--- src/rtl/dfr_reservoir_sequencer.sv ---
`default_nettype none
// dfr_reservoir_sequencer: fetches samples, applies the per-node sign mask and feeds the reservoir node.
// Rev 1.0
module dfr_reservoir_sequencer #(
  parameter int                       ADDR_WIDTH    = 32,
  parameter int                       DATA_WIDTH    = 32,
  parameter int                       VIRTUAL_NODES = 10,
  parameter int                       INIT_SAMPLES  = 10,
  parameter int                       NUM_SAMPLES   = 100,
  parameter logic [VIRTUAL_NODES-1:0] MASK          = {VIRTUAL_NODES{1'b1}}
) (
  input  logic                  clk,
  input  logic                  rst,
  input  logic                  reservoir_rst,
  input  logic                  reservoir_en,
  input  logic                  reservoir_history_en,
  input  logic                  sample_cntr_rst,
  output logic                  sample_rd_en,
  output logic [ADDR_WIDTH-1:0] sample_addr,
  input  logic [DATA_WIDTH-1:0] sample_data,
  output logic                  node_req,
  output logic [DATA_WIDTH-1:0] node_data_in,
  input  logic                  node_ack,
  input  logic [DATA_WIDTH-1:0] node_data_out,
  output logic                  history_wr_en,
  output logic [ADDR_WIDTH-1:0] history_addr,
  output logic [DATA_WIDTH-1:0] history_data,
  output logic                  reservoir_init_busy,
  output logic                  reservoir_busy,
  output logic                  reservoir_filled
);

  localparam int                    NODE_W    = $clog2(VIRTUAL_NODES);
  localparam logic [NODE_W-1:0]     LAST_NODE = NODE_W'(VIRTUAL_NODES - 1);
  localparam logic [ADDR_WIDTH-1:0] LAST_INIT = ADDR_WIDTH'(INIT_SAMPLES - 1);
  localparam logic [ADDR_WIDTH-1:0] LAST_RUN  = ADDR_WIDTH'(NUM_SAMPLES - 1);
  localparam logic [ADDR_WIDTH-1:0] RUN_BASE  = ADDR_WIDTH'(INIT_SAMPLES);
  localparam logic [ADDR_WIDTH-1:0] NODES_A   = ADDR_WIDTH'(VIRTUAL_NODES);
  localparam logic [DATA_WIDTH-1:0] DATA_MIN  = {1'b1, {(DATA_WIDTH-1){1'b0}}};

  typedef enum logic [2:0] {
    S_IDLE  = 3'd0,
    S_FETCH = 3'd1,
    S_WAIT  = 3'd2,
    S_REQ   = 3'd3,
    S_WRITE = 3'd4
  } state_t;

  state_t                state_q;
  logic [ADDR_WIDTH-1:0] sample_idx_q, sample_idx_d;
  logic [NODE_W-1:0]     node_idx_q, node_idx_d;
  logic [DATA_WIDTH-1:0] sample_q;
  logic                  sample_valid_q;
  logic                  init_done_q, run_done_q, hold_q, filled_q;
  logic                  sample_rd_en_q, node_req_q, history_wr_en_q;
  logic [ADDR_WIDTH-1:0] sample_addr_q, history_addr_q;
  logic [DATA_WIDTH-1:0] node_data_in_q, history_data_q;

  logic                  node_last, sample_last, phase_done, resume_ok;
  logic [ADDR_WIDTH-1:0] cur_fetch_addr, next_fetch_addr, hist_addr_d;

  // Negating the most negative value saturates to the most positive one.
  function automatic logic [DATA_WIDTH-1:0] apply_mask(input logic [DATA_WIDTH-1:0] s,
                                                       input logic                  pass);
    if (pass) return s;
    if (s == DATA_MIN) return ~s;
    return -s;
  endfunction

  always_comb begin
    node_last       = (node_idx_q == LAST_NODE);
    node_idx_d      = node_last ? '0 : node_idx_q + NODE_W'(1);
    sample_idx_d    = sample_idx_q + ADDR_WIDTH'(1);
    sample_last     = init_done_q ? (sample_idx_q == LAST_RUN) : (sample_idx_q == LAST_INIT);
    phase_done      = hold_q | run_done_q;
    resume_ok       = (node_idx_q != '0) && sample_valid_q;
    cur_fetch_addr  = init_done_q ? RUN_BASE + sample_idx_q : sample_idx_q;
    next_fetch_addr = init_done_q ? RUN_BASE + sample_idx_d : sample_idx_d;
    hist_addr_d     = (sample_idx_q - ADDR_WIDTH'(1)) * NODES_A + ADDR_WIDTH'(node_idx_q);
  end

  always_ff @(posedge clk or negedge rst) begin
    if (!rst) begin
      state_q         <= S_IDLE;
      sample_idx_q    <= '0;
      node_idx_q      <= '0;
      sample_q        <= '0;
      sample_valid_q  <= 1'b0;
      init_done_q     <= 1'b0;
      run_done_q      <= 1'b0;
      hold_q          <= 1'b0;
      filled_q        <= 1'b0;
      sample_rd_en_q  <= 1'b0;
      sample_addr_q   <= '0;
      node_req_q      <= 1'b0;
      node_data_in_q  <= '0;
      history_wr_en_q <= 1'b0;
      history_addr_q  <= '0;
      history_data_q  <= '0;
    end else if (reservoir_rst || sample_cntr_rst) begin
      // A counter clear keeps the phase flags so the run phase can follow washout.
      state_q         <= S_IDLE;
      sample_idx_q    <= '0;
      node_idx_q      <= '0;
      sample_q        <= '0;
      sample_valid_q  <= 1'b0;
      hold_q          <= 1'b0;
      filled_q        <= 1'b0;
      sample_rd_en_q  <= 1'b0;
      sample_addr_q   <= '0;
      node_req_q      <= 1'b0;
      node_data_in_q  <= '0;
      history_wr_en_q <= 1'b0;
      history_addr_q  <= '0;
      history_data_q  <= '0;
      if (reservoir_rst) begin
        init_done_q <= 1'b0;
        run_done_q  <= 1'b0;
      end
    end else begin
      sample_rd_en_q  <= 1'b0;
      history_wr_en_q <= 1'b0;
      case (state_q)
        S_IDLE: begin
          if (reservoir_en && !phase_done) begin
            if (resume_ok) begin
              state_q        <= S_REQ;
              node_req_q     <= 1'b1;
              node_data_in_q <= apply_mask(sample_q, MASK[node_idx_q]);
            end else begin
              state_q        <= S_FETCH;
              sample_rd_en_q <= 1'b1;
              sample_addr_q  <= cur_fetch_addr;
            end
          end
        end
        S_FETCH: state_q <= S_WAIT;
        S_WAIT: begin
          sample_q       <= sample_data;
          sample_valid_q <= 1'b1;
          node_req_q     <= 1'b1;
          node_data_in_q <= apply_mask(sample_data, MASK[node_idx_q]);
          state_q        <= S_REQ;
        end
        S_REQ: begin
          if (node_ack) begin
            node_req_q      <= 1'b0;
            history_data_q  <= node_data_out;
            history_addr_q  <= hist_addr_d;
            history_wr_en_q <= reservoir_history_en & filled_q;
            state_q         <= S_WRITE;
          end
        end
        S_WRITE: begin
          node_idx_q <= node_idx_d;
          if (node_last) begin
            sample_idx_q   <= sample_idx_d;
            sample_valid_q <= 1'b0;
            if (init_done_q && sample_idx_q == '0) filled_q <= 1'b1;
            if (sample_last) begin
              if (init_done_q) begin
                run_done_q <= 1'b1;
              end else begin
                init_done_q <= 1'b1;
                hold_q      <= 1'b1;
              end
            end
          end
          if (!reservoir_en || (node_last && sample_last)) begin
            state_q <= S_IDLE;
          end else if (node_last) begin
            state_q        <= S_FETCH;
            sample_rd_en_q <= 1'b1;
            sample_addr_q  <= next_fetch_addr;
          end else begin
            state_q        <= S_REQ;
            node_req_q     <= 1'b1;
            node_data_in_q <= apply_mask(sample_q, MASK[node_idx_d]);
          end
        end
        default: state_q <= S_IDLE;
      endcase
    end
  end

  assign sample_rd_en        = sample_rd_en_q;
  assign sample_addr         = sample_addr_q;
  assign node_req            = node_req_q;
  assign node_data_in        = node_data_in_q;
  assign history_wr_en       = history_wr_en_q;
  assign history_addr        = history_addr_q;
  assign history_data        = history_data_q;
  assign reservoir_init_busy = ~init_done_q;
  assign reservoir_busy      = ~run_done_q;
  assign reservoir_filled    = filled_q;

endmodule
`default_nettype wire

--- config.mk ---
export PLATFORM = sky130hd
export DESIGN_NAME = dfr_reservoir_sequencer
export DESIGN_NICKNAME = d
export VERILOG_FILES = /design/src/rtl/dfr_reservoir_sequencer.sv
export SDC_FILE = /design/constraint.sdc
export NUM_CORES = 1
export LEC_CHECK = 0
export CAP_MARGIN = 20
export CORE_MARGIN = 4
export CORE_UTILIZATION = 40
export DETAILED_ROUTE_END_ITERATION = 12
export PLACE_DENSITY = 0.72
export SYNTH_ARGS = -nofsm -noshare
export SYNTH_HDL_FRONTEND = slang
export SYNTH_SLANG_ARGS = --single-unit
--- constraint.sdc ---
create_clock -name clk -period 6.3 [get_ports clk]
set_input_delay 0.945 -clock clk [delete_from_list [all_inputs] [get_ports clk]]
set_output_delay 0.945 -clock clk [all_outputs]
set_load 0.02 [all_outputs]
Yosys cells after proc, flatten, opt, wreduce, memory -nomap -nowiden
Memories as Yosys holds them, arrays and structs flattened.
Cells that the tools add are included.

storage, ports and cells
  register bits after elaboration = 207
  latch bits = 0
  RAM bits = 0
  bits in read-only memories = 32
  input port bits = 71
  output and inout bits = 134
  word-level logic and storage cells = 202
  memories kept = 2

memories
  name              words  bits a word  read ports  clocked after Yosys merged registers in  wr ports  RTL line  source
  (name not given)  16     1            1           0                                        0         178       node_data_in_q <= apply_mask(sample_q, MASK[node_idx_d]);
  (name not given)  16     1            1           0                                        0         142       node_data_in_q <= apply_mask(sample_data, MASK[node_idx_q]);

cells by class
  add/sub/neg operators = 8
  multipliers = 1
  divide/modulo/power cells = 0
  $lt $le $gt $ge = 2
  equal/unequal tests = 18
  shift-type cells = 0
  multiplexer cells = 115
  bitwise gates (word level) = 6
  reduce and logical (&&, ||, !) cells = 34

operators with widths
  kind                     count
  $mux W32                 35
  $pmux W32 S3             1
  $mux W1                  65
  $add A4 B32 Y32 const A  2
  $eq A32 B32 Y1 const B   2
  $neg A32 Y32             2
  $not A32 Y32             2
  $pmux W32 S2             1
  $add A32 B1 Y32 const B  1
  $add A32 B4 Y32          1
  $eq A32 B4 Y1 const B    1
  $eq A32 B7 Y1 const B    1
  $logic_not A32 Y1        1
  $mul A32 B3 Y31 const B  1
  $sub A32 B1 Y32 const B  1
  $ne A3 B3 Y1 const B     7
  $reduce_bool A2 Y1       8
  $pmux W3 S5              1
  $reduce_and A5 Y1        3
  $mux W4                  3
  $lt A4 B5 Y1 const B     2
  $mux W3                  3
  $reduce_and A2 Y1        4
  $reduce_and A4 Y1        2
  22 further kinds         34

Depth between registers and ports, before layout
  depth in word-level cells = 20
  depth in mapped cells = 24
  mapped depth without buffers = 22

Worst setup path before layout
No wires, ideal clock.

  path type = register to register
  start = register sample_idx_q[0]
  end = register history_addr_q[31], in the netlist history_addr[31]
  arrival time = 5250 ps
  setup slack = 928 ps
  stages on the path, launching flop included = 23
  path buffers = 2
  path through = dfrtp_1 -> buf_2 -> inv_1 -> ha_1 -> or3b_1 -> nor4b_4 -> nand2_1 -> nor3_1 -> nand2_1 -> xnor2_1 -> ha_1 -> ha_1 -> clkbuf_1 -> nand2_1 -> o21ai_1 -> nor4_1 -> a2111oi_0 -> o211ai_1 -> nor4b_1 -> and2_1 -> and3_1 -> nand4_1 -> a32o_1

on the way
  longest elaborated chain between the ends = 6

RTL lines
  element                 RTL line  source
  from (decl)             50        logic [ADDR_WIDTH-1:0] sample_idx_q, sample_idx_d;
  from (signal assigned)  157       sample_idx_q <= sample_idx_d;
  $sub A32 B1 Y32         79        hist_addr_d = (sample_idx_q - ADDR_WIDTH'(1)) * NODES_A + ADDR_WIDTH'(node_idx_q);
  $mul A32 B3 Y31         79
  $add A32 B4 Y32         79
  $mux W32                146       if (node_ack) begin
  $mux W32                123       case (state_q)
  $mux W32                100       end else if (reservoir_rst || sample_cntr_rst) begin
  to (signal assigned)    149       history_addr_q <= hist_addr_d;
  to (decl)               56        logic [ADDR_WIDTH-1:0] sample_addr_q, history_addr_q;

No other way between the ends. The select of a mux whose other input is x is not followed.
A chain may end at the register's enable or synchronous reset.

Final worst setup path
  start = register sample_idx_q[1]
  end = register history_addr_q[31], in the netlist history_addr[31]

Same word-level chain as after synthesis.

==> impl_metrics.env <==
export IMPL_clock_buffer_count_from_cts=24
export IMPL_timing_rr_start="sample_idx_q[1]$_DFFE_PN0P_"
export IMPL_io_buffer_count=204
export IMPL_type_of_the_most_critical_hold_path="flop to flop"
export IMPL_grt_start_max_net_pins=98
export IMPL_status="complete, no violations"
export IMPL_drt_vias_per_instance=5.476
export IMPL_wl_per_cell_um=17.47
export IMPL_core_area_um2=33530
export IMPL_vias_in_the_first_global_route=11456
export IMPL_finalNetCount=1814
export IMPL_number_of_enable_type_register_cells_in_the_synthesized_netlist=0
export IMPL_drt_pass1_iter_count=6
export IMPL_rsz0062_at_grt="false"
export IMPL_fp_dieW_um=192.4
export IMPL_num_antenna_cells=0
export IMPL_yosys_warnings=0
export IMPL_top_flip_flop_cell_by_instance_count_after_synthesis="sky130_fd_sc_hd__dfrtp_1"
export IMPL_worstPathRequired_ns=6.72
export IMPL_htree_num_levels=1
export IMPL_worst_endpoint_arrival_ns=6.24
export IMPL_timing_max_slew_rel_slack=0.2792
export IMPL_hold_path_depth=2
export IMPL_core_rowCount=67
export IMPL_synth_mux_area_frac=0.03109
export IMPL_maxSlewViolCount=0
export IMPL_dr_iter_0_viols=759
export IMPL_post_synth_top_area_cell="sky130_fd_sc_hd__dfrtp_1"
export IMPL_final_min_clock_period_ns=5.822
export IMPL_initial_core_util=0.4056
export IMPL_post_route_cells_drive_above_1_share=0.08442
export IMPL_worst_clock_skew_ns=0.01948
export IMPL_synthesis_instances=1534
export IMPL_final_hold_violation_count=0
export IMPL_area_growth_pct=23.34
export IMPL_finalCoreUtilization=0.5003
export IMPL_syn_area_per_cell_um2=8.866
export IMPL_syn_num_nets=1672
export IMPL_ff2ff_path_depth=19
export IMPL_total_grt_usage=0.1952
export IMPL_p_per_cell_area_nw_per_um2=183.8
export IMPL_top_level_ports=205
export IMPL_largest_family_of_logic_cells_by_synthesized_area="simple AND/OR/NAND/NOR gates"
export IMPL_design_die_area_um2=37020
export IMPL_grt_overflow_total=0
export IMPL_layout_worst_path_cycle_share=0.9242
export IMPL_irDropWorstVdd_mv=0.1810
export IMPL_setup_reg_to_reg_worst_slack_ns=0.48
export IMPL_clock_tree_from_tritoncts="done"
export IMPL_setup_slack_ns=0.4777
export IMPL_max_slew_worst_pin_slew_ns=1.077
export IMPL_root_buffer="sky130_fd_sc_hd__clkbuf_16"
export IMPL_timing_setup_critical_path_class="flop to flop"
export IMPL_worst_skew_late_latency_ns=0.54
export IMPL_routed_wl_mm=37.42
export IMPL_flops_latches_synth=207
export IMPL_globalplace_congestion=0.8790
export IMPL_ys_async_sr_fraction=1.000
export IMPL_clk_pin_slew_worst_paths_ns=0.06
export IMPL_synth_largest_type_area_fraction=0.3809
export IMPL_yosys_area_share_xor_xnor=0.1037
export IMPL_maxCapViolCount=0
export IMPL_antenna_found_initial=1
export IMPL_critPathLaunch="sample_idx_q[1]$_DFFE_PN0P_"
export IMPL_synth_compound_area_share=0.1560
export IMPL_yosys_area_share_adder=0.06348
export IMPL_grt_pass1_wl_mm=60.21
export IMPL_synthDistinctLibCells=91
export IMPL_setup_worst_path_end="history_addr[31]$_DFFE_PN0P_"
export IMPL_drc_errors=0
export IMPL_seq_total_area_yosys=0.3809
export IMPL_postRouteAntennaNets=0
export IMPL_dpl_worst_slack_ns=0.3345
export IMPL_synthesis_area_um2=13600
export IMPL_num_vias=11730
export IMPL_synthTopCellsByCount="sky130_fd_sc_hd__nand2_1 (254), sky130_fd_sc_hd__dfrtp_1 (207), sky130_fd_sc_hd__nor2_1 (126), sky130_fd_sc_hd__a21oi_1 (124), sky130_fd_sc_hd__xnor2_1 (89)"
export IMPL_endpoint_kind="flop"
export IMPL_place_hpwl_mm=27.07
export IMPL_synth_top_cells_by_area="sky130_fd_sc_hd__dfrtp_1 (38%), sky130_fd_sc_hd__nand2_1 (7.0%), sky130_fd_sc_hd__ha_1 (6.0%), sky130_fd_sc_hd__xnor2_1 (5.7%), sky130_fd_sc_hd__xor2_1 (4.6%)"
export IMPL_synth_most_common_cell="sky130_fd_sc_hd__nand2_1"
export IMPL_timing_hold_ws_ns=0.4749
export IMPL_critPathLaunchType="flop"
export IMPL_cts_sinks=207
export IMPL_synthSimpleGateAreaFrac=0.2194
export IMPL_power_static_leakage_uw=0.007059
export IMPL_p_total_uw=3083
export IMPL_ctsHoldBuffers=0
export IMPL_crit_path_max_fanout=7
export IMPL_finalSetupViolations=0
export IMPL_max_freq_ghz=0.1718
export IMPL_regToRegEndpoint="history_addr[31]$_DFFE_PN0P_"
export IMPL_die_h_um=192.4
export IMPL_setup_total_negative_slack_ns=0
export IMPL_clock_path_buffers=3
-- power breakdown --
part | internal [uW] | switching, uW | total, uW
Clock | 1030 | 592 | 1620
Combinational | 52.6 | 72.2 | 125
Sequential | 1330 | 2.16 | 1330
-- cell families after synthesis --
kind of cell             after synthesis
buffers and inverters                128
AND/OR/NAND/NOR                      607
adder cells (fa/ha/maj)               68
AO/OA/AOI/OAI                        325
XOR/XNOR                             161
multiplexers                          38
flip-flops                           207
-- area by class of cell --
class | count | area, um^2
well taps | 448 | 560.5
flip-flops and latches | 207 | 5181
repair buffers | 220 | 2173
multi-input cells | 1199 | 7840
clock buffers | 28 | 655.6
fillers | 3135 | 16760
clock inverters | 16 | 274.0
inverters | 24 | 90.09
-- worst min-delay path by stage --
stage | startpoint | endpoint
finish | sample_addr[1]$_DFFE_PN0P_ | sample_addr[1]$_DFFE_PN0P_
global placement | sample_addr[0]$_DFFE_PN0P_ | sample_addr[0]$_DFFE_PN0P_
CTS | sample_addr[1]$_DFFE_PN0P_ | sample_addr[1]$_DFFE_PN0P_
floorplan | hold_q$_DFFE_PN0P_ | hold_q$_DFFE_PN0P_
detailed placement | sample_addr[1]$_DFFE_PN0P_ | sample_addr[1]$_DFFE_PN0P_
global route | node_data_in[8]$_DFFE_PN0P_ | node_data_in[8]$_DFFE_PN0P_
-- sequential cells by signal, summed over array words and instances (netlist names), 3 cells and up --
register / flops
history_addr: 32
history_data: 32
node_data_in: 32
node_idx_q: 4
sample_addr: 32
sample_idx_q: 32
sample_q: 32
state_q: 3
-- cells in the final DEF (no fill, tap or decap), types with 5 or more instances in the layout --
master / count
sky130_fd_sc_hd__clkdlybuf4s50_1: 203
sky130_fd_sc_hd__o21ai_0: 53
sky130_fd_sc_hd__nand3b_1: 5
sky130_fd_sc_hd__a211oi_1: 20
sky130_fd_sc_hd__a31oi_1: 7
sky130_fd_sc_hd__mux2_2: 33
sky130_fd_sc_hd__inv_1: 24
sky130_fd_sc_hd__o21a_1: 7
sky130_fd_sc_hd__and3_1: 17
sky130_fd_sc_hd__nand3_1: 38
sky130_fd_sc_hd__a22o_1: 22
sky130_fd_sc_hd__or4_1: 6
sky130_fd_sc_hd__clkbuf_8: 5
sky130_fd_sc_hd__nand2b_1: 9
sky130_fd_sc_hd__a21oi_1: 123
sky130_fd_sc_hd__o31ai_1: 6
sky130_fd_sc_hd__nand2_1: 254
sky130_fd_sc_hd__ha_1: 65
sky130_fd_sc_hd__and2_1: 18
sky130_fd_sc_hd__nand4_1: 23
sky130_fd_sc_hd__clkbuf_16: 24
sky130_fd_sc_hd__o21ai_1: 6
sky130_fd_sc_hd__a21o_1: 11
sky130_fd_sc_hd__clkinv_2: 5
sky130_fd_sc_hd__buf_4: 15
sky130_fd_sc_hd__dfrtp_1: 206
sky130_fd_sc_hd__xor2_1: 72
sky130_fd_sc_hd__o221ai_1: 7
sky130_fd_sc_hd__nor3_1: 27
sky130_fd_sc_hd__nand4b_1: 5
sky130_fd_sc_hd__xnor2_1: 89
sky130_fd_sc_hd__nor2b_1: 7
sky130_fd_sc_hd__bufinv_16: 7
sky130_fd_sc_hd__a32oi_1: 5
sky130_fd_sc_hd__or3_1: 20
sky130_fd_sc_hd__o211ai_1: 9
sky130_fd_sc_hd__nor4_1: 10
sky130_fd_sc_hd__nor2_1: 126
-- timing repair --
item,in CTS,in global routing
setup buffers,0,0
resized for setup,0,5
endpoints found under the setup margin,0,10
-- critical path, stage by stage, from the launching register on --
cell and delay, ns:
sky130_fd_sc_hd__dfrtp_1 0.46, sky130_fd_sc_hd__inv_1 0.16, sky130_fd_sc_hd__ha_1 0.24, sky130_fd_sc_hd__a21boi_1 0.26, sky130_fd_sc_hd__nand3_1 0.18, sky130_fd_sc_hd__nor2_1 0.27, sky130_fd_sc_hd__nand3b_1 0.16, sky130_fd_sc_hd__and2_1 0.19
sky130_fd_sc_hd__or2_2 0.27, sky130_fd_sc_hd__ha_1 0.30, sky130_fd_sc_hd__ha_1 0.37, sky130_fd_sc_hd__a21o_2 0.26, sky130_fd_sc_hd__o21bai_1 0.26, sky130_fd_sc_hd__a311oi_1 0.50, sky130_fd_sc_hd__xor2_1 0.16, sky130_fd_sc_hd__or4_4 0.54
sky130_fd_sc_hd__nor4_4 0.49, sky130_fd_sc_hd__and3_1 0.24, sky130_fd_sc_hd__nand4_1 0.11, sky130_fd_sc_hd__a32o_1 0.27
-- layer usage --
| layer | share of wire | GRT usage | up-vias |
|---|---|---|---|
| met2 | 0.48 | 0.3345 | 351 |
| met3 | 0.069 | 0.03292 | 38 |
| li1 | - | - | 5655 |
| met1 | 0.44 | 0.2629 | 5686 |
| met5 | 0 | 0 | - |
| met4 | 0.014 | 0.03675 | 0 |
-- per-stage QoR --
stage               instances  area [um^2]
detailed placement       2097        15810
global route             2142        16770
finish                   2142        16770
floorplan                1534        13600
global placement         2097        15810
CTS                      2141        16740
Note: power is estimated with default switching activity, not from simulation.
